--- src/rtl/ex_hazard_ctrl.sv ---
// EX-stage hazard/forwarding control: shadows EX/MEM/WB destination metadata, drives operand selects, stall, bubble and flush.
// stall/bubble_ex/flush_id are combinational; selects are registered at EX entry; everything holds while mem_busy is high.
module ex_hazard_ctrl #(
  parameter int NUM_REGS = 32,
  parameter int REG_SEL  = $clog2(NUM_REGS),
  parameter int CNT_W    = 16
) (
  input  logic               clk,
  input  logic               rst_n,
  input  logic               id_valid,
  input  logic [REG_SEL-1:0] id_rs1,
  input  logic [REG_SEL-1:0] id_rs2,
  input  logic               id_rs1_used,
  input  logic               id_rs2_used,
  input  logic [REG_SEL-1:0] id_rd,
  input  logic               id_reg_write,
  input  logic               id_mem_read,
  input  logic               ex_branch_taken,
  input  logic               mem_busy,
  output logic [1:0]         sel_forward1,
  output logic [1:0]         sel_forward2,
  output logic               stall,
  output logic               bubble_ex,
  output logic               flush_id,
  output logic               ex_valid,
  output logic               mem_valid,
  output logic               wb_valid,
  output logic [CNT_W-1:0]   stall_count,
  output logic [CNT_W-1:0]   flush_count
);

  typedef struct packed {
    logic               valid;
    logic [REG_SEL-1:0] rd;
    logic               reg_write;
    logic               mem_read;
  } shadow_t;

  localparam logic [1:0] SEL_RF  = 2'd0;
  localparam logic [1:0] SEL_WB  = 2'd1;
  localparam logic [1:0] SEL_MEM = 2'd2;

  shadow_t ex_q, ex_d, mem_q, mem_d, wb_q, wb_d;
  logic [1:0] sel1_q, sel1_d, sel2_q, sel2_d;
  logic [CNT_W-1:0] stall_cnt_q, stall_cnt_d, flush_cnt_q, flush_cnt_d;

  logic ex_hit1, ex_hit2, mem_hit1, mem_hit2;
  logic load_use, take, stall_c, advance;

  // x0 is hard-wired, so a producer targeting it never forwards or stalls.
  function automatic logic hit(input shadow_t p, input logic [REG_SEL-1:0] s, input logic used);
    return p.valid & p.reg_write & used & (s != '0) & (p.rd == s);
  endfunction

  // EX producer that is not a load lands in MEM next cycle; MEM producer lands in WB.
  function automatic logic [1:0] fwd_sel(input logic from_ex, input logic from_mem);
    if (from_ex)       return SEL_MEM;
    else if (from_mem) return SEL_WB;
    else               return SEL_RF;
  endfunction

  always_comb begin
    ex_hit1  = hit(ex_q, id_rs1, id_rs1_used);
    ex_hit2  = hit(ex_q, id_rs2, id_rs2_used);
    mem_hit1 = hit(mem_q, id_rs1, id_rs1_used);
    mem_hit2 = hit(mem_q, id_rs2, id_rs2_used);
    load_use = id_valid & ex_q.mem_read & (ex_hit1 | ex_hit2);
    advance  = ~mem_busy;
    take     = ex_branch_taken & advance;
    stall_c  = load_use & ~take & advance;
  end

  always_comb begin
    ex_d        = ex_q;
    mem_d       = mem_q;
    wb_d        = wb_q;
    sel1_d      = sel1_q;
    sel2_d      = sel2_q;
    stall_cnt_d = stall_cnt_q;
    flush_cnt_d = flush_cnt_q;
    if (advance) begin
      wb_d  = mem_q;
      mem_d = ex_q;
      if (take || stall_c || !id_valid) begin
        ex_d   = '0;
        sel1_d = SEL_RF;
        sel2_d = SEL_RF;
      end else begin
        ex_d.valid     = 1'b1;
        ex_d.rd        = id_rd;
        ex_d.reg_write = id_reg_write;
        ex_d.mem_read  = id_mem_read;
        sel1_d = fwd_sel(ex_hit1 & ~ex_q.mem_read, mem_hit1);
        sel2_d = fwd_sel(ex_hit2 & ~ex_q.mem_read, mem_hit2);
      end
    end
    if (stall_c && (stall_cnt_q != '1)) stall_cnt_d = stall_cnt_q + CNT_W'(1);
    if (take && (flush_cnt_q != '1))    flush_cnt_d = flush_cnt_q + CNT_W'(1);
  end

  always_ff @(posedge clk or negedge rst_n) begin
    if (!rst_n) begin
      ex_q        <= '0;
      mem_q       <= '0;
      wb_q        <= '0;
      sel1_q      <= SEL_RF;
      sel2_q      <= SEL_RF;
      stall_cnt_q <= '0;
      flush_cnt_q <= '0;
    end else begin
      ex_q        <= ex_d;
      mem_q       <= mem_d;
      wb_q        <= wb_d;
      sel1_q      <= sel1_d;
      sel2_q      <= sel2_d;
      stall_cnt_q <= stall_cnt_d;
      flush_cnt_q <= flush_cnt_d;
    end
  end

  always_comb begin
    stall        = stall_c;
    bubble_ex    = take | stall_c;
    flush_id     = take;
    sel_forward1 = sel1_q;
    sel_forward2 = sel2_q;
    ex_valid     = ex_q.valid;
    mem_valid    = mem_q.valid;
    wb_valid     = wb_q.valid;
    stall_count  = stall_cnt_q;
    flush_count  = flush_cnt_q;
  end

endmodule

--- config.mk ---
export PLATFORM = sky130hd
export DESIGN_NAME = ex_hazard_ctrl
export DESIGN_NICKNAME = d
export VERILOG_FILES = /design/src/rtl/ex_hazard_ctrl.sv
export SDC_FILE = /design/constraint.sdc
export NUM_CORES = 1
export LEC_CHECK = 0
export ABC_AREA = 1
export BUFFER_PORTS_ARGS = -buffer_cell sky130_fd_sc_hd__buf_4
export CAP_MARGIN = 20
export CORE_UTILIZATION = 58
export DETAILED_ROUTE_END_ITERATION = 10
export PLACE_DENSITY = 0.85
export SLEW_MARGIN = 5
export SYNTH_ARGS = -nofsm -noshare
export SYNTH_HDL_FRONTEND = slang
export SYNTH_SLANG_ARGS = --single-unit
export TNS_END_PERCENT = 10
--- constraint.sdc ---
create_clock -name clk -period 4.1 [get_ports clk]
set_input_delay 0.205 -clock clk [delete_from_list [all_inputs] [get_ports clk]]
set_output_delay 0.205 -clock clk [all_outputs]
set_load 0.005 [all_outputs]
==> results of run 1 <==
[through the flow]
step	power (W)	cells	cell area (sq um)	utilization, %
6_report	0.00113	519	3640	75.6
2_1_floorplan	0.000683	380	2960	-
3_3_place_gp	0.000778	510	3520	73.1
5_1_grt	0.00118	519	3640	75.6
3_5_place_dp	0.000783	510	3520	73.1
4_1_cts	0.00113	519	3640	75.6
[critical path: cells and delay by family (launching register included)]
| kind | cells | cell delay (ps) |
|---|---|---|
| AOI/OAI and AO/OA | 1 | 90 |
| buffers and inverters | 2 | 260 |
| DFF | 1 | 410 |
| and+or+nand+nor | 7 | 660 |
[where the power goes]
| group | switching (W) | internal (W) |
|---|---|---|
| Combinational | 0.0000874 | 0.0000918 |
| Clock | 0.000170 | 0.000181 |
| Sequential | 0.0000453 | 0.000549 |
| Total | 0.000303 | 0.000823 |
[area by class of cell]
cell class	instances	area share (%)
Multi-Input combinational cell	274	39.9
Sequential cell	52	35.7
Timing Repair Buffer	66	13.7
Inverter	52	5.40
Tap cell	67	2.30
Clock buffer	6	1.99
Clock inverter	2	0.962
[placed cells by master (no fill, tap or decap), types with 3 or more instances in the layout]
| cell | synthesis | layout |
|---|---|---|
| dfrtp_1 | 52 | 52 |
| nor2_2 | 4 | 4 |
| o21ai_1 | 7 | 7 |
| nor2_4 | 3 | 3 |
| buf_4 | 0 | 65 |
| xnor2_1 | 14 | 14 |
| nand3_1 | 20 | 20 |
| nor3_1 | 9 | 9 |
| nand2_2 | 8 | 8 |
| nand2_1 | 99 | 99 |
| nand3b_1 | 4 | 4 |
| clkbuf_8 | 0 | 5 |
| o21ai_0 | 19 | 19 |
| inv_2 | 5 | 5 |
| inv_1 | 43 | 43 |
| xor2_1 | 12 | 12 |
| nand4_1 | 12 | 12 |
| clkinv_1 | 3 | 3 |
| nor2_1 | 42 | 42 |
[path summary, 6_finish.rpt]
path,start,to
worst min register to register,wb_valid,wb_valid
worst min-delay path,id_rd[4],ex_q[6]
worst max-delay path,ex_q[4],bubble_ex
max in group asynchronous,rst_n,stall_count[8]
worst max register to register,stall_count[0],stall_count[2]
min in group asynchronous,rst_n,sel_forward2[1]
[cell families after synthesis]
group	Yosys count	synth area share, %
buffers and inverters	54	6.89
AOI/OAI and AO/OA	32	5.92
xor gates and xnor gates	26	7.70
adders and majority gates	2	0.846
DFF	52	44.0
and+or+nand+nor	214	34.7
[metal layers]
layer / up-vias / global-route usage [%] / share of wire, %
met1: 1258 / 38.3 / 45
met2: 99 / 45.8 / 47
met3: 12 / 5.62 / 6.3
met5: - / 0 / 0
li1: 1351 / - / -
met4: 0 / 6.84 / 1.3
[cells in the mapped netlist]
library cell	n
a211oi_1	1
a21oi_1	1
a21oi_2	2
a22o_1	1
and3_1	1
clkbuf_1	2
clkinv_1	3
clkinv_2	1
dfrtp_1	52
ha_1	2
inv_1	43
inv_2	5
nand2_1	99
nand2_2	8
nand2_4	2
nand3_1	20
nand3_2	2
nand3_4	1
nand3b_1	4
nand4_1	12
nor2_1	42
nor2_2	4
nor2_4	3
nor2_8	1
nor3_1	9
nor3_2	1
nor3_4	1
nor4_1	2
o21ai_0	19
o21ai_1	7
o22ai_1	1
or2_1	2
xnor2_1	14
xor2_1	12
[state kept, by name, summed over array words and instances, names as in the netlist]
| register | count |
|---|---|
| ex_q | 7 |
| ex_valid | 1 |
| flush_count | 16 |
| mem_q | 6 |
| mem_valid | 1 |
| sel_forward1 | 2 |
| sel_forward2 | 2 |
| stall_count | 16 |
| wb_valid | 1 |
==> results.sh, run 1 <==
export IMPL_status="finished, final reports clean"
export IMPL_worstPathCellList="inv_1, nand2_1, nand2_1, nand2_1, nor2_1, nand2_1, nand2_2, nand2_2, o21ai_0, buf_4"
export IMPL_rr_worst_depth=10
export IMPL_drtIter0Drc=293
export IMPL_start_kind="flop"
export IMPL_cap_violations=0
export IMPL_avgRoutedWirePerCell_microns=13.2
export IMPL_grt_pass1_vias=2589
export IMPL_dr_pass1_iters=4
export IMPL_drv_slew=0
export IMPL_p_leak_nw=1.90
export IMPL_antenna_found_initial=0
export IMPL_grt_usage_pct=27.9
export IMPL_critPathArrivalTime_ps=1740
export IMPL_cp_required_ps=3890
export IMPL_ys_ff_latch=52
export IMPL_synth_area_leader_cell="dfrtp_1"
export IMPL_tritoncts="built"
export IMPL_whs_path_depth=3
export IMPL_end_kind="primary output"
export IMPL_grt_start_max_net_pins=53
export IMPL_cts_num_sinks=52
export IMPL_ys_types=34
export IMPL_ios=66
export IMPL_tightest_slew_ps=659
export IMPL_htree_levels=2
export IMPL_dp_slack_ps=2390
export IMPL_fin_crit_sh_pct=47.4
export IMPL_syn_avg_cell_area_sq_um=7.79
export IMPL_clock_skew_ps=7.69
export IMPL_chipHeight_microns=73.4
export IMPL_critPathMostFrequentCell="nand2_1"
export IMPL_ant_nets=0
export IMPL_clockBufferDepth=2
export IMPL_crit_path_max_fanout=4
export IMPL_peakVddDrop_mv=0.211
export IMPL_period_needed_ps=1940
export IMPL_initial_core_util_pct=61.4
export IMPL_cts_buffers_inserted=5
export IMPL_portBuffers=65
export IMPL_synth_top_cell_area_share_pct=44.0
export IMPL_grt_pass1_wl_microns=11500
export IMPL_setup_viol=0
export IMPL_ctsHoldBuffers=1
export IMPL_clk_latency_ps=310
export IMPL_diodes=0
export IMPL_vias_per_cell=5.24
export IMPL_max_stage_delay_ps=410
export IMPL_routed_wl_microns=6860
export IMPL_std_cell_rows=25
export IMPL_netlist_top_cells_area="dfrtp_1, nand2_1, inv_1, nor2_1, xnor2_1"
export IMPL_cts_root_buf="clkbuf_8"
export IMPL_final_nets=477
export IMPL_register_area_sq_um=1300
export IMPL_synthCells=380
export IMPL_r2r_slack_ps=2350
export IMPL_yosys_warnings=0
export IMPL_die_area_sq_um=5390
export IMPL_ys_seq_area_share_pct=44.0
export IMPL_hold_ws_ps=129
export IMPL_overflow=0
export IMPL_powerDensity_nw_per_um2=309
export IMPL_gp_congestion=1.01
export IMPL_vias=2720
export IMPL_multi_input_area_sq_um=1450
export IMPL_syn_nets=406
export IMPL_fin_ws_ps=2160
export IMPL_rsz0062_at_grt="no"
export IMPL_nFillCells=404
export IMPL_crit_type="reg -> out"
export IMPL_die_w_microns=73.4
export IMPL_hold_viol=0
export IMPL_fmax_ghz=0.515
export IMPL_cp_slowest_cell="dfrtp_1"
export IMPL_post_cts_buffers=0
export IMPL_drive_above_1_share_pct=22.8
export IMPL_drcViolationCount=0
export IMPL_hpwl_microns=5110
export IMPL_netlist_area_sq_um=2960
export IMPL_min_path_type="in -> reg"
export IMPL_path_clk_slew_ps=100
export IMPL_core_area_sq_um=4820
export IMPL_area_delta_synth_final_pct=23.0
export IMPL_post_cts_resized=0
export IMPL_relSlewSlack_pct=56.1
export IMPL_tns_ps=0
Note: power is estimated with default switching activity, not from simulation.
==> run 2: changes to the inputs <==
--- a/config.mk
+++ b/config.mk
@@ -8,9 +8,9 @@
 export ABC_AREA = 1
 export BUFFER_PORTS_ARGS = -buffer_cell sky130_fd_sc_hd__buf_4
 export CAP_MARGIN = 20
-export CORE_UTILIZATION = 58
+export CORE_UTILIZATION = 54
 export DETAILED_ROUTE_END_ITERATION = 10
-export PLACE_DENSITY = 0.85
+export PLACE_DENSITY = 0.8
 export SLEW_MARGIN = 5
 export SYNTH_ARGS = -nofsm -noshare
 export SYNTH_HDL_FRONTEND = slang
==> constraint.sdc (replaced) <==
create_clock -name clk -period 1.9 [get_ports clk]
set_input_delay 0.095 -clock clk [delete_from_list [all_inputs] [get_ports clk]]
set_output_delay 0.095 -clock clk [all_outputs]
set_load 0.005 [all_outputs]
==> run 2 against run 1 <==
  * Cell count rose by 0.77%
  * Via count rose by 3.3%
  * Core utilization decreased by 4.8 points
  * Wire length up 4.2%
  * Clock-buffer cell count decreased by 1
  * Combinational power is 120% higher
  * Critical path type is now reg -> reg
  * Highest routed layer unchanged
==> results.sh, run 2 (synthesis gave the netlist of run 1 again) <==
export IMPL_status="finished, final reports clean"
export IMPL_clk_latency_ps=310
export IMPL_cts_buffers_inserted=5
export IMPL_drv_slew=0
export IMPL_final_common_cell="nand2_1"
export IMPL_critPathArrivalTime_ps=1980
export IMPL_start_kind="flop"
export IMPL_hpwl_microns=5330
export IMPL_die_area_sq_um=5780
export IMPL_ios=66
export IMPL_powerDensity_nw_per_um2=668
export IMPL_grt_pass1_vias=2607
export IMPL_portBuffers=65
export IMPL_drtIter0Drc=176
export IMPL_routed_wl_microns=7140
export IMPL_setup_worst_path_end="stall_count[2]"
export IMPL_r2r_end="stall_count[2]"
export IMPL_die_w_microns=76.0
export IMPL_r2r_slack_ps=130
export IMPL_design_area_sq_um=3680
export IMPL_setup_viol=0
export IMPL_intPower_w=0.00178
export IMPL_tightest_slew_ps=655
export IMPL_ant_nets=0
export IMPL_hold_viol=0
export IMPL_power_frac_comb_pct=16.3
export IMPL_diodes=0
export IMPL_r2r_start="stall_count[0]"
export IMPL_cts_root_buf="clkbuf_8"
export IMPL_crit_type="reg -> reg"
export IMPL_overflow=0
export IMPL_crit_start="stall_count[0]"
export IMPL_p_leak_nw=1.93
export IMPL_p_total_w=0.00246
export IMPL_rr_worst_depth=10
export IMPL_final_cell_mix="nand2_1, buf_4, dfrtp_1"
export IMPL_relSlewSlack_pct=56.4
export IMPL_period_needed_ps=1770
export IMPL_drive_above_1_share_pct=24.9
export IMPL_initial_core_util_pct=56.9
export IMPL_vias=2810
export IMPL_clock_skew_ps=7.97
export IMPL_switchingPower_w=0.000680
export IMPL_grt_pass1_wl_microns=12100
export IMPL_cp_required_ps=2110
export IMPL_rsz0062_at_grt="no"
export IMPL_end_kind="flop"
export IMPL_grt_start_max_net_pins=53
export IMPL_cap_violations=0
export IMPL_crit_path_max_fanout=10
export IMPL_p_seq_share_pct=52.3
export IMPL_final_nets=478
export IMPL_clockBufferDepth=2
export IMPL_core_area_sq_um=5200
export IMPL_htree_levels=2
export IMPL_path_clk_slew_ps=100
export IMPL_vias_per_cell=5.37
export IMPL_chipHeight_microns=76.0
export IMPL_fmax_ghz=0.567
export IMPL_cts_num_sinks=52
export IMPL_placedInstanceArea_sq_um=3530
export IMPL_p_sw_share_pct=27.6
export IMPL_tns_ps=0
export IMPL_dr_pass1_iters=5
export IMPL_area_delta_synth_final_pct=24.4
export IMPL_grt_usage_pct=26.4
export IMPL_min_path_type="in -> reg"
export IMPL_gp_congestion=0.908
export IMPL_std_cell_rows=26
export IMPL_antenna_found_initial=0
export IMPL_hold_ws_ps=9.45
export IMPL_nFillCells=452
export IMPL_fin_crit_sh_pct=92.9
export IMPL_peakVddDrop_mv=0.578
export IMPL_avgRoutedWirePerCell_microns=13.7
export IMPL_p_clk_share_pct=31.3
export IMPL_tritoncts="built"
export IMPL_drcViolationCount=0
## run 2: changes by cell type in the layout (fill, tap and decap cells not counted), moves of 2 or more
cell / change
xnor2_2: +2
inv_2: +3
nor2_2: +2
xnor2_1: -2
nor2_1: -2
inv_1: -2
## run 2: how the worst min path moves through the flow
stage / start / endpoint / slack, ps / depth (start not counted)
after CTS: id_rd[2] / ex_q[4] / 8 / 3
final: id_rd[2] / ex_q[4] / 9 / 3
after global placement: rst_n / mem_valid / 170 / 1
after floorplan: rst_n / ex_q[0] / -200 / 0
after global routing: id_rd[3] / ex_q[5] / 30 / 3
after detailed placement: rst_n / sel_forward2[0] / 170 / 1
## run 2: routing by layer
metal	track usage [%]	up-vias	routed length (microns)
met5	0	-	0
met4	8.08	0	116
met3	5.99	13	462
met2	41.5	111	3390
met1	36.5	1333	3170
li1	-	1353	-
## run 2: metrics by stage
step	setup WS, ps	utilization (%)	std cells
finish	135	70.7	523
global route	5.43	70.7	523
CTS	81.2	70.1	522
detailed placement	185	67.8	513
global placement	265	67.8	513
floorplan	335	-	380
## run 2: worst max-delay path, stage by stage (launching register included)
cell	delay, ps
dfrtp_1	420
ha_1	210
nand3_1	120
nor2_2	140
nand2_2	100
nor2_4	120
nand2_2	120
nand3_4	200
clkinv_2	100
nand3b_1	90
nand2_1	50
## run 2: repair_timing
action                                 in CTS  in global routing
setup buffers                               0                  1
gates resized for setup                     0                 10
setup endpoints to repair                   0                  3
endpoints found under the hold margin      52                  0
hold buffers                                1                  0
## run 2: power by group through the flow
stage	logic (W)	clock network [W]	registers [W]
final	0.000402	0.000771	0.00129
after global routing	0.000447	0.000823	0.00130
after CTS	0.000398	0.000782	0.00128
after global placement	0.000383	0	0.00130
after detailed placement	0.000396	0	0.00130
after floorplan	0.000184	0	0.00129
## run 2: final cells by class
cell class / instances / area (sq um) / share of cell area [%]
multi-input combinational: 274 / 1480 / 40.2
sequential: 52 / 1300 / 35.4
timing repair buffer: 67 / 505 / 13.7
inverter: 52 / 196 / 5.33
tap: 70 / 87.6 / 2.38
clock buffer: 5 / 68.8 / 1.87
clock inverter: 3 / 42.5 / 1.16
==> run 3: changes to the inputs <==
--- a/config.mk
+++ b/config.mk
@@ -8,9 +8,9 @@
 export ABC_AREA = 1
 export BUFFER_PORTS_ARGS = -buffer_cell sky130_fd_sc_hd__buf_4
 export CAP_MARGIN = 20
-export CORE_UTILIZATION = 54
+export CORE_UTILIZATION = 49
 export DETAILED_ROUTE_END_ITERATION = 10
-export PLACE_DENSITY = 0.8
+export PLACE_DENSITY = 0.76
 export SLEW_MARGIN = 5
 export SYNTH_ARGS = -nofsm -noshare
 export SYNTH_HDL_FRONTEND = slang
==> constraint.sdc (replaced) <==
create_clock -name clk -period 1.53 [get_ports clk]
set_input_delay 0.0765 -clock clk [delete_from_list [all_inputs] [get_ports clk]]
set_output_delay 0.0765 -clock clk [all_outputs]
set_load 0.005 [all_outputs]
==> run 3 against run 2 <==
  * The flow now finishes with violations (setup timing)
  * Die area up 9.9%
  * Wire length up 8.2%
  * Global-route usage is 0.65 points lower
  * Via count is 1.4% higher
  * Critical path type is now reg -> out
  * Critical endpoint is now bubble_ex
  * Largest power group unchanged
==> results.sh, run 3 (synthesis gave the netlist of run 1 again) <==
export IMPL_status="finished, violations left"
export IMPL_violations="setup timing"
export IMPL_tritoncts="built"
export IMPL_vias=2850
export IMPL_grt_usage_pct=25.8
export IMPL_end_kind="primary output"
export IMPL_htree_levels=2
export IMPL_tightest_slew_ps=654
export IMPL_clock_skew_ps=7.09
export IMPL_fin_ws_ps=-182
export IMPL_drv_slew=0
export IMPL_initial_core_util_pct=52.1
export IMPL_antenna_found_initial=0
export IMPL_max_stage_delay_ps=440
export IMPL_hpwl_microns=5630
export IMPL_cap_violations=0
export IMPL_p_leak_nw=2.13
export IMPL_ant_nets=0
export IMPL_powerDensity_nw_per_um2=793
export IMPL_avgRoutedWirePerCell_microns=13.9
export IMPL_hold_viol=0
export IMPL_drive_above_1_share_pct=34.7
export IMPL_cp_required_ps=1450
export IMPL_overflow=0
export IMPL_grt_use_met1_pct=34.5
export IMPL_cp_slowest_cell="dfrtp_1"
export IMPL_chipHeight_microns=79.7
export IMPL_std_cell_rows=27
export IMPL_grt_start_max_net_pins=53
export IMPL_final_common_cell="buf_4"
export IMPL_clk_latency_ps=300
export IMPL_area_delta_synth_final_pct=37.2
export IMPL_cts_num_sinks=52
export IMPL_fmax_ghz=0.584
export IMPL_drtIter0Drc=193
export IMPL_cts_root_buf="clkbuf_8"
export IMPL_core_area_sq_um=5680
export IMPL_min_path_type="in -> reg"
export IMPL_final_nets=509
export IMPL_cts_buffers_inserted=5
export IMPL_routed_wl_microns=7730
export IMPL_grt_pass1_wl_microns=12600
export IMPL_final_cell_mix="buf_4, nand2_1, dfrtp_1"
export IMPL_crit_type="reg -> out"
export IMPL_p_total_w=0.00322
export IMPL_start_kind="flop"
export IMPL_fin_crit_sh_pct=112
export IMPL_crit_path_max_fanout=4
export IMPL_worstPathCellList="xnor2_2, nand2_1, nor2_2, nand2_1, nand2_2, nand2_4, o21ai_2, buf_4"
export IMPL_path_clk_slew_ps=90
export IMPL_critPathArrivalTime_ps=1640
export IMPL_period_needed_ps=1710
export IMPL_gp_congestion=0.966
export IMPL_rr_worst_depth=10
export IMPL_vias_per_cell=5.13
export IMPL_busiest_layer="met2"
export IMPL_rsz0062_at_grt="yes"
export IMPL_dr_pass1_iters=4
export IMPL_clockBufferDepth=2
export IMPL_drcViolationCount=0
export IMPL_final_core_util_pct=71.5
export IMPL_use_met3_pct=4.11
export IMPL_die_area_sq_um=6350
export IMPL_setup_viol=24
export IMPL_use_met2_pct=43.1
export IMPL_critPathMostFrequentCell="nand2_1"
export IMPL_peakVddDrop_mv=0.630
export IMPL_portBuffers=65
export IMPL_grt_pass1_vias=2728
export IMPL_die_w_microns=79.7
export IMPL_whs_path_depth=3
export IMPL_diodes=0
export IMPL_ios=66
export IMPL_relSlewSlack_pct=56.4
==> run 3: cell count changes in the layout (fill, tap and decap cells not counted), sizes merged <==
| cell | delta |
|---|---|
| inv | -1 |
| clkinv | +1 |
| buf | +31 |
==> run 3: worst paths after layout <==
| check | slack (ps) | from | end |
|---|---|---|---|
| min | 3 | id_rd[2] | ex_q[4] |
| max reg2reg | -140 | ex_q[2] | stall_count[14] |
| min in group asynchronous | 330 | rst_n | wb_valid |
| max | -180 | ex_q[2] | bubble_ex |
| max in group asynchronous | 720 | rst_n | flush_count[3] |
| min reg2reg | 490 | wb_valid | wb_valid |
==> run 3: where the power goes <==
part	switching, W	internal, W	leakage [nW]
combinational	0.000327	0.000347	1.41
sequential	0.000126	0.00147	0.661
clock	0.000459	0.000485	0.0541
==> run 3: area by class of cell <==
cell class                 instances  area (sq um)
inverter                          52           200
clock inverter                     3          42.5
clock buffer                       5          68.8
fill                             454          1620
tap                               72          90.1
sequential                        52          1300
timing repair buffer              98           738
multi-input combinational        274          1620
==> run 3: metrics by stage <==
step | instances | hold WS [ps] | setup TNS, ps | instance area [sq um] | setup slack [ps]
floorplan | 380 | -219 | -1.38 | 2960 | -1.38
global placement | 537 | 154 | -21.0 | 3700 | -21.0
detailed placement | 537 | 149 | -350 | 3700 | -81.3
CTS | 555 | 0.602 | -568 | 3940 | -111
global route | 556 | 25.8 | -5330 | 4060 | -285
finish | 556 | 2.93 | -1590 | 4060 | -182
==> run 3: critical path, delay by kind of cell (launching register included) <==
family                 cells  cell delay (ps)
AND/OR/NAND/NOR            5              510
XOR/XNOR                   1              200
flip-flops                 1              440
buffers and inverters      1              130
AO/OA/AOI/OAI              1               60
==> run 3: repair_timing <==
action                                  in CTS  in global routing
resized for setup                           14                 25
hold buffers                                 1                  0
pin swaps                                   10                  8
endpoints found under the setup margin      20                 44
gates cloned                                 0                  0
hold endpoints to repair                    52                  0
setup buffers                                9                  1
==> run 3: per-layer routing <==
metal,vias up,part of all wire (%)
li1,1423,-
met1,1328,44
met2,84,49
met3,15,5.5
met4,0,1.7
met5,-,0
